==> src/rtl/lane_scroller.sv <==
// N-lane horizontal scroller: each lane moves its equally spaced objects one pixel
// per lane tick, left or right, wrapping across the playfield edges.
module lane_scroller #(
    parameter int NUM_LANES     = 6,
    parameter int OBJS_PER_LANE = 2,
    parameter int X_W           = 10,
    parameter int DIV_W         = 24,
    parameter int X_LEFT        = 96,
    parameter int X_RIGHT       = 544,
    parameter int OBJ_SPACING   = 300
) (
    input  logic                                   clk,
    input  logic                                   reset_n,
    input  logic                                   restart,
    input  logic                                   run,
    input  logic [2:0]                             speed_shift,
    input  logic [NUM_LANES-1:0]                   lane_dir,
    input  logic [NUM_LANES*X_W-1:0]               lane_len,
    input  logic [NUM_LANES*DIV_W-1:0]             lane_div,
    output logic [NUM_LANES*OBJS_PER_LANE*X_W-1:0] obj_x,
    output logic [NUM_LANES*X_W-1:0]               obj_len,
    output logic [NUM_LANES*2-1:0]                 lane_step
);

    function automatic logic [X_W-1:0] init_x(input int k);
        return X_W'(X_LEFT + k * OBJ_SPACING);
    endfunction

    genvar gi, gk;
    generate
        for (gi = 0; gi < NUM_LANES; gi++) begin : g_lane
            logic [DIV_W-1:0] cnt_q, cnt_d, eff;
            logic             dir_q, dir_d;
            logic [X_W-1:0]   len_q, len_d;
            logic [1:0]       step_q, step_d;
            logic [X_W-1:0]   x_q [OBJS_PER_LANE];
            logic [X_W-1:0]   x_d [OBJS_PER_LANE];
            logic             tick;
            logic [X_W-1:0]   wrap_lo;

            always_comb begin
                eff     = lane_div[gi*DIV_W +: DIV_W] >> speed_shift;
                // >= rather than == so a divider lowered below cnt ticks next cycle
                tick    = run && (cnt_q >= eff);
                wrap_lo = X_W'(X_LEFT) - len_q;
                cnt_d   = cnt_q;
                dir_d   = dir_q;
                len_d   = len_q;
                step_d  = 2'b00;
                for (int k = 0; k < OBJS_PER_LANE; k++) begin
                    x_d[k] = x_q[k];
                end
                if (restart) begin
                    cnt_d = '0;
                    dir_d = lane_dir[gi];
                    len_d = lane_len[gi*X_W +: X_W];
                    for (int k = 0; k < OBJS_PER_LANE; k++) begin
                        x_d[k] = init_x(k);
                    end
                end else if (tick) begin
                    cnt_d  = '0;
                    step_d = dir_q ? 2'b01 : 2'b11;
                    for (int k = 0; k < OBJS_PER_LANE; k++) begin
                        if (dir_q) begin
                            x_d[k] = (x_q[k] >= X_W'(X_RIGHT)) ? wrap_lo : x_q[k] + X_W'(1);
                        end else begin
                            x_d[k] = (x_q[k] <= wrap_lo) ? X_W'(X_RIGHT) : x_q[k] - X_W'(1);
                        end
                    end
                end else if (run) begin
                    cnt_d = cnt_q + DIV_W'(1);
                end
            end

            always_ff @(posedge clk) begin
                if (!reset_n) begin
                    cnt_q  <= '0;
                    dir_q  <= lane_dir[gi];
                    len_q  <= lane_len[gi*X_W +: X_W];
                    step_q <= 2'b00;
                    for (int k = 0; k < OBJS_PER_LANE; k++) begin
                        x_q[k] <= init_x(k);
                    end
                end else begin
                    cnt_q  <= cnt_d;
                    dir_q  <= dir_d;
                    len_q  <= len_d;
                    step_q <= step_d;
                    for (int k = 0; k < OBJS_PER_LANE; k++) begin
                        x_q[k] <= x_d[k];
                    end
                end
            end

            for (gk = 0; gk < OBJS_PER_LANE; gk++) begin : g_obj
                assign obj_x[(gi*OBJS_PER_LANE+gk)*X_W +: X_W] = x_q[gk];
            end
            assign obj_len[gi*X_W +: X_W] = len_q;
            assign lane_step[gi*2 +: 2]   = step_q;
        end
    endgenerate

endmodule

==> config.mk <==
export PLATFORM = sky130hd
export DESIGN_NAME = lane_scroller
export DESIGN_NICKNAME = d
export VERILOG_FILES = /design/src/rtl/lane_scroller.sv
export SDC_FILE = /design/constraint.sdc
export NUM_CORES = 1
export LEC_CHECK = 0
export BUFFER_PORTS_ARGS = -buffer_cell sky130_fd_sc_hd__buf_2
export CAP_MARGIN = 20
export CORE_AREA = 2 2 225 227
export DETAILED_ROUTE_END_ITERATION = 8
export DIE_AREA = 0 0 227 229
export GPL_TIMING_DRIVEN = 0
export PLACE_DENSITY_LB_ADDON = 0.2
export SYNTH_ARGS = -nofsm -noshare
export SYNTH_HDL_FRONTEND = slang
export SYNTH_SLANG_ARGS = --single-unit
==> constraint.sdc <==
create_clock -name clk -period 5.2 [get_ports clk]
set_clock_uncertainty 0.15 [all_clocks]
set_input_delay 0.52 -clock clk [delete_from_list [all_inputs] [get_ports clk]]
set_output_delay 0.52 -clock clk [all_outputs]
set_load 0.02 [all_outputs]
; ---- After elaboration in Yosys (flattened, before gate mapping)
; Memories as Yosys holds them, arrays and structs flattened.
; Index checks and enable logic that the tools add are counted.
[word_totals]
regBits = 222
ram_bits = 120
in_bits = 217
out_inout_bits = 192
mem_count = 6
[mem_list]
columns = name, depth, word_bits, rd, rd_ports_with_merged_regs, wr, line
row1 = g_lane[0].x_q, 2, 10, 2, 0, 2, 36  ; logic [X_W-1:0] x_q [OBJS_PER_LANE];
row2 = g_lane[1].x_q, 2, 10, 2, 0, 2, 36
row3 = g_lane[2].x_q, 2, 10, 2, 0, 2, 36
row4 = g_lane[3].x_q, 2, 10, 2, 0, 2, 36
row5 = g_lane[4].x_q, 2, 10, 2, 0, 2, 36
row6 = g_lane[5].x_q, 2, 10, 2, 0, 2, 36
[classes]
addsub = 36
magnitude_cmp = 30
n_eq_ne = 1
shifts = 6
n_mux = 92
bitwise_logic = 19
n_reduce_logical = 18
[ops]
columns = cell, count
row1 = $mux 10, 60
row2 = $mux 20, 12
row3 = $add 24x1->24 const B, 6
row4 = $ge 24x24->1, 6
row5 = $shr 24x3->24, 6
row6 = $add 10x1->10 const B, 12
row7 = $ge 10x10->1 const B, 12
row8 = $le 10x10->1, 12
row9 = $sub 10x1->10 const B, 12
row10 = $sub 7x10->10 const A, 6
row11 = $reduce_or 3->1, 12
row12 = $mux 1, 14
row13 = $mux 2, 6
row14 = $or 1x1->1, 12
row15 = $not 1->1, 7
row16 = $logic_and 1x1->1, 6
row17 = $ne 2x1->1 const B, 1

; ---- Longest topological paths before layout
[depth]
word_depth = 7
ltp_mapped = 16
depth_no_buf = 14

; ---- Worst setup path before layout
; No wires, ideal clock.
[synth_path]
kind = input-to-reg
startpoint = input port speed_shift[0]
endpoint = memory g_lane[5].x_q[1][7], in the netlist g_lane[5].x_q[0][17]
arrival_ns = 4.095
required_time_ns = 4.928
path_slack_ns = 0.834
stages = 14
n_path_buf = 4
cell_sequence = clkbuf_1 -> buf_2 -> clkbuf_1 -> buf_1 -> mux2i_1 -> a21oi_1 -> ha_1 -> nand4_1 -> or4_1 -> or2_0 -> o22ai_2 -> o21ai_2 -> o21bai_1 -> a221o_1
[synth_lines]
columns = element, line
row1 = "start, declared", 16  ; input logic [2:0] speed_shift,
row2 = "end, declared", 36

; ---- Worst setup path after layout
[layout_path]
startpoint = input port speed_shift[1]
endpoint = register g_lane[0].cnt_q[7]
[layout_between]
elab_chain_len = 4
[layout_rtl]
columns = element, line
row1 = $shr 24x3->24, 42  ; eff = lane_div[gi*DIV_W +: DIV_W] >> speed_shift;
row2 = $ge 24x24->1, 44  ; tick = run && (cnt_q >= eff);
row3 = $logic_and 1x1->1, 44
row4 = $reduce_or 3->1 (no source line), --
row5 = "end signal, assigned", 85  ; cnt_q <= cnt_d;
row6 = "end, declared", 32  ; logic [DIV_W-1:0] cnt_q, cnt_d, eff;
; No other way between the ends.
; A chain may end at the register's enable or synchronous reset.

==> results.md <==
* Status: finished clean
* Hold depth at 2
* Async SR Flop Fraction at 0%
* Row count at 82
* Met2 usage at 57.7%
* Largest net degree at the start of global routing at 54
* Starting density of the core at 59.0%
* CTS H-tree depth at 2
* Top Usage Layer GRT: met2
* Static Leakage at 14.5 nW
* PwrDens at 219 nW/um^2
* Overall Global Routing Usage at 37.0%
* Fillers at 4,243
* Setup slack, reg-to-reg at 0.23 ns
* Slowest-stage cell, CP: clkbuf_1
* Vias in the first global route at 28,256
* CP Cell Sequence: clkbuf_1, clkbuf_1, clkbuf_1, mux2i_1, mux2i_1, mux2i_1, ha_1, nand4_1, or4_1, a211oi_2, o21ai_1, nand2_1, clkbuf_1, nor2_1
* Peak supply drop at 0.000269 V
* Synthesis-stage register bit count at 342
* Peak Freq at 197 MHz
* Total CTS buffers at 42
* Post-CTS Setup Bufs at 0
* Unique masters post-synth at 75
* WL/cell at 20.9 um
* Finished Cell Area at 34,300 um^2
* DR vias/cell at 6.34
* GR met3 Demand/Resource at 6.18%
* Hold Vio Cnt, Final at 0
* CTS tree: done
* Prevailing post-synth register cell: dfxtp_1
* Worst EP required at 5.47 ns
* Kind of critical path: primary input to flip-flop
* Worst hold endpoint: g_lane[5].cnt_q[1]$_SDFFE_PP0P_
* Internal cell power at 0.00519 W
* Met1 Use GR at 49.5%
* Core area at 49,700 um^2
* Sw frac at 31.0%
* Ys Warns at 0
* Clock sinks at 342
* DR iter-0 viols at 2,994
* Sequential area share after synthesis at 25.6%
* Min-Delay Startpoint: g_lane[5].cnt_q[1]$_SDFFE_PP0P_
* Dpl cells at 4,622
* Post-Syn Nets at 4,061
* Die Wd at 227 um
* Remaining antenna violation count at 0
* Clk pwr share at 40.1%
* DRC violations left at 0
* I/O Buffers at 405
* Relative slew slack at 27.4%
* WP buf/inv at 4
* Largest delay contributor family on the critical path: buffers and inverters
* Grt ovf at 0
* Combinational fraction of design power at 22.3%
* Mapped cell area at 29,300 um^2
* Die Footprint at 52,000 um^2
* Most used cell along the critical path: clkbuf_1
* Reg2reg start: g_lane[2].len_q[0]$_DFFE_PP_
* Clock slew at the register clock pins of the worst setup and hold paths at 0.06 ns
* Seq pwr share at 37.6%
* Slew @ Worst Pin at 1.09 ns
* Detailed Place HPWL at 74,900 um
* Max-slew violations at 0
* GP Congestion at 1.02
* Clk_lat worst skew at 0.59 ns
* Die Y at 229 um
* Synth top area share at 18.9%
* I/O pins at 409
* Startpoint class of the critical path: primary input
* Total Wirelength at 99,400 um
* R2r endpoint: g_lane[2].x_q[0][1]$_SDFFE_PP0P_
* P&R area growth vs syn at 17.0%
* First-pass GRT wire length at 154,000 um
* Drt pass-1 iters at 6
* Post-Layout Cell Count at 4,765
* Post-Synthesis Cells at 3,544
* Final setup fails at 0
* Tcrit/Tclk final at 97.6%
* Cell count of the worst reg-to-reg path at 14
* Max incr delay on CP at 0.77 ns
* Max Cap Violations at 0
* Worst Setup End Kind: flip-flop
* Max FO, Critical Path at 10
* Layout cells sized above 1 at 15.2%
* Critical path arrival at 5.34 ns
* Area of placed instances at 32,200 um^2
* CTS Buffer Depth at 3
* EDFF count, synth at 66
* Post-layout min period at 5.07 ns
* Switching Power at 0.00233 W
* DR vias at 30,192
* Clock root buffer master: clkbuf_16
* Nets at 4,576
* Synth area leaders: dfxtp_1 19%, ha_1 13%, edfxtp_1 6.8%
* Antenna violations before repair at 1
* Min-delay worst type: flip-flop to flip-flop
* Syn_area_per_cell at 8.27 um^2
* Post-synthesis cell type with the largest combined area: dfxtp_1
-- power groups by stage --
| stage | registers (W) | logic (W) | clock network, W |
|---|---|---|---|
| after CTS | 0.00283 | 0.00164 | 0.00306 |
| final | 0.00283 | 0.00168 | 0.00302 |
| after global placement | 0.00289 | 0.00156 | 0 |
| after global routing | 0.00284 | 0.00182 | 0.00316 |
| after detailed placement | 0.00288 | 0.00158 | 0 |
| after floorplan | 0.00292 | 0.000976 | 0 |
-- cells by family (layout without fill, tap and decap cells) --
group,after synthesis,in the layout,share of synthesized area [%]
other,0,1,0
adders and majority gates,300,300,12.8
muxes,262,262,11.9
buffers and inverters,312,860,4.05
xor gates and xnor gates,250,250,7.47
DFF,342,342,25.6
AOI/OAI and AO/OA,832,832,18.1
and+or+nand+nor,1246,1246,20.1
-- worst max path at each step --
stage                         from                           endpoint  slack (ns)  depth (start not counted)
floorplan           speed_shift[0]  g_lane[5].x_q[0][17]$_SDFFE_PP1P_        0.83                         14
global placement           reset_n       g_lane[4].len_q[1]$_DFFE_PP_       -0.85                          6
detailed placement  speed_shift[0]    g_lane[0].cnt_q[1]$_SDFFE_PP0P_       -0.83                         14
CTS                 speed_shift[1]    g_lane[0].cnt_q[7]$_SDFFE_PP0P_        0.07                         14
global route        speed_shift[1]   g_lane[3].cnt_q[16]$_SDFFE_PP0P_      -0.001                         15
finish              speed_shift[1]    g_lane[0].cnt_q[7]$_SDFFE_PP0P_        0.13                         14
-- registers in the layout, summed over array words and instances (netlist names) --
register	cells
g_lane.cnt_q	144
g_lane.len_q	60
g_lane.dir_q	6
g_lane.step_q	12
g_lane.x_q	120
-- cells in the final DEF (no fill, tap or decap), types with 20 or more instances in the layout --
cell type,n
edfxtp_1,66
nor4_1,29
nand3_1,118
nand2_1,356
a211oi_1,43
nor2_1,365
mux4_2,67
dfxtp_1,276
nand4_1,75
and4_1,31
nand2b_1,29
a21oi_1,218
xnor2_1,107
clkbuf_1,167
o21ai_0,237
a31oi_1,34
a21o_1,35
nor3_1,71
o211ai_1,54
nor2b_1,34
and3_1,66
o32ai_1,20
ha_1,300
mux2i_1,177
xor2_1,143
clkbuf_16,45
buf_2,420
inv_1,110
dlygate4sd3_1,66
-- per-stage QoR --
stage / hold slack [ns] / setup TNS (ns) / util, % / power (W) / setup slack [ns]
6_report: 0.395 / 0 / 69.1 / 0.00752 / 0.125
5_1_grt: 0.405 / -0.00143 / 69.1 / 0.00781 / -0.00143
4_1_cts: 0.383 / 0 / 69.0 / 0.00752 / 0.0683
3_5_place_dp: 0.373 / -94.16 / 64.9 / 0.00447 / -0.830
3_3_place_gp: 0.361 / -148.21 / 64.8 / 0.00444 / -0.846
2_1_floorplan: 0.328 / 0 / - / 0.00390 / 0.834
-- routing by layer --
metal | wire [um] | vias up
li1 | - | 14125
met2 | 43400 | 1773
met5 | 0 | -
met3 | 9660 | 316
met1 | 41500 | 13978
met4 | 4850 | 0
-- worst register-to-register path, stage by stage, from the launching register on --
cell	delay [ns]
edfxtp_1	0.57
inv_1	0.12
ha_1	0.21
or4b_2	0.62
a31oi_1	0.22
xor2_1	0.53
ha_1	0.36
and3_1	0.19
and3_1	0.20
a221o_1	0.30
o21ai_0	0.46
clkbuf_1	0.46
nor2_1	0.09
a211oi_1	0.25
a211oi_1	0.08
-- synth_stat cells, types with 16 or more instances --
cell type,n
a211oi_1,44
a21o_1,35
a21oi_1,218
a31oi_1,34
a32oi_1,19
and2_1,16
and3_1,66
and4_1,31
buf_1,21
clkbuf_1,165
dfxtp_1,276
edfxtp_1,66
ha_1,300
inv_1,110
mux2_2,18
mux2i_1,177
mux4_2,67
nand2_1,356
nand2b_1,29
nand3_1,118
nand4_1,75
nor2_1,365
nor2b_1,34
nor3_1,72
nor4_1,29
o211ai_1,54
o21ai_0,237
o31ai_1,18
o32ai_1,20
xnor2_1,107
xor2_1,143
-- cell type report --
class / instances / area (um^2) / share of cell area [%]
clock inverters: 20 / 198 / 0.576
clock buffers: 57 / 1210 / 3.53
well taps: 672 / 841 / 2.45
inverters: 113 / 424 / 1.24
flip-flops and latches: 342 / 7510 / 21.9
repair buffers: 472 / 2720 / 7.92
plain buffers: 198 / 771 / 2.25
diodes: 1 / 2.50 / 0.00730
multi-input cells: 2890 / 20600 / 60.1
-- repair_timing --
action | 4_1_cts | 5_1_grt
hold endpoints to repair | 66 | 0
setup endpoints to repair | 20 | 80
pin swaps | 0 | 0
resized for setup | 4 | 10
hold buffers | 66 | 0
(Power assumes the default switching activity.)
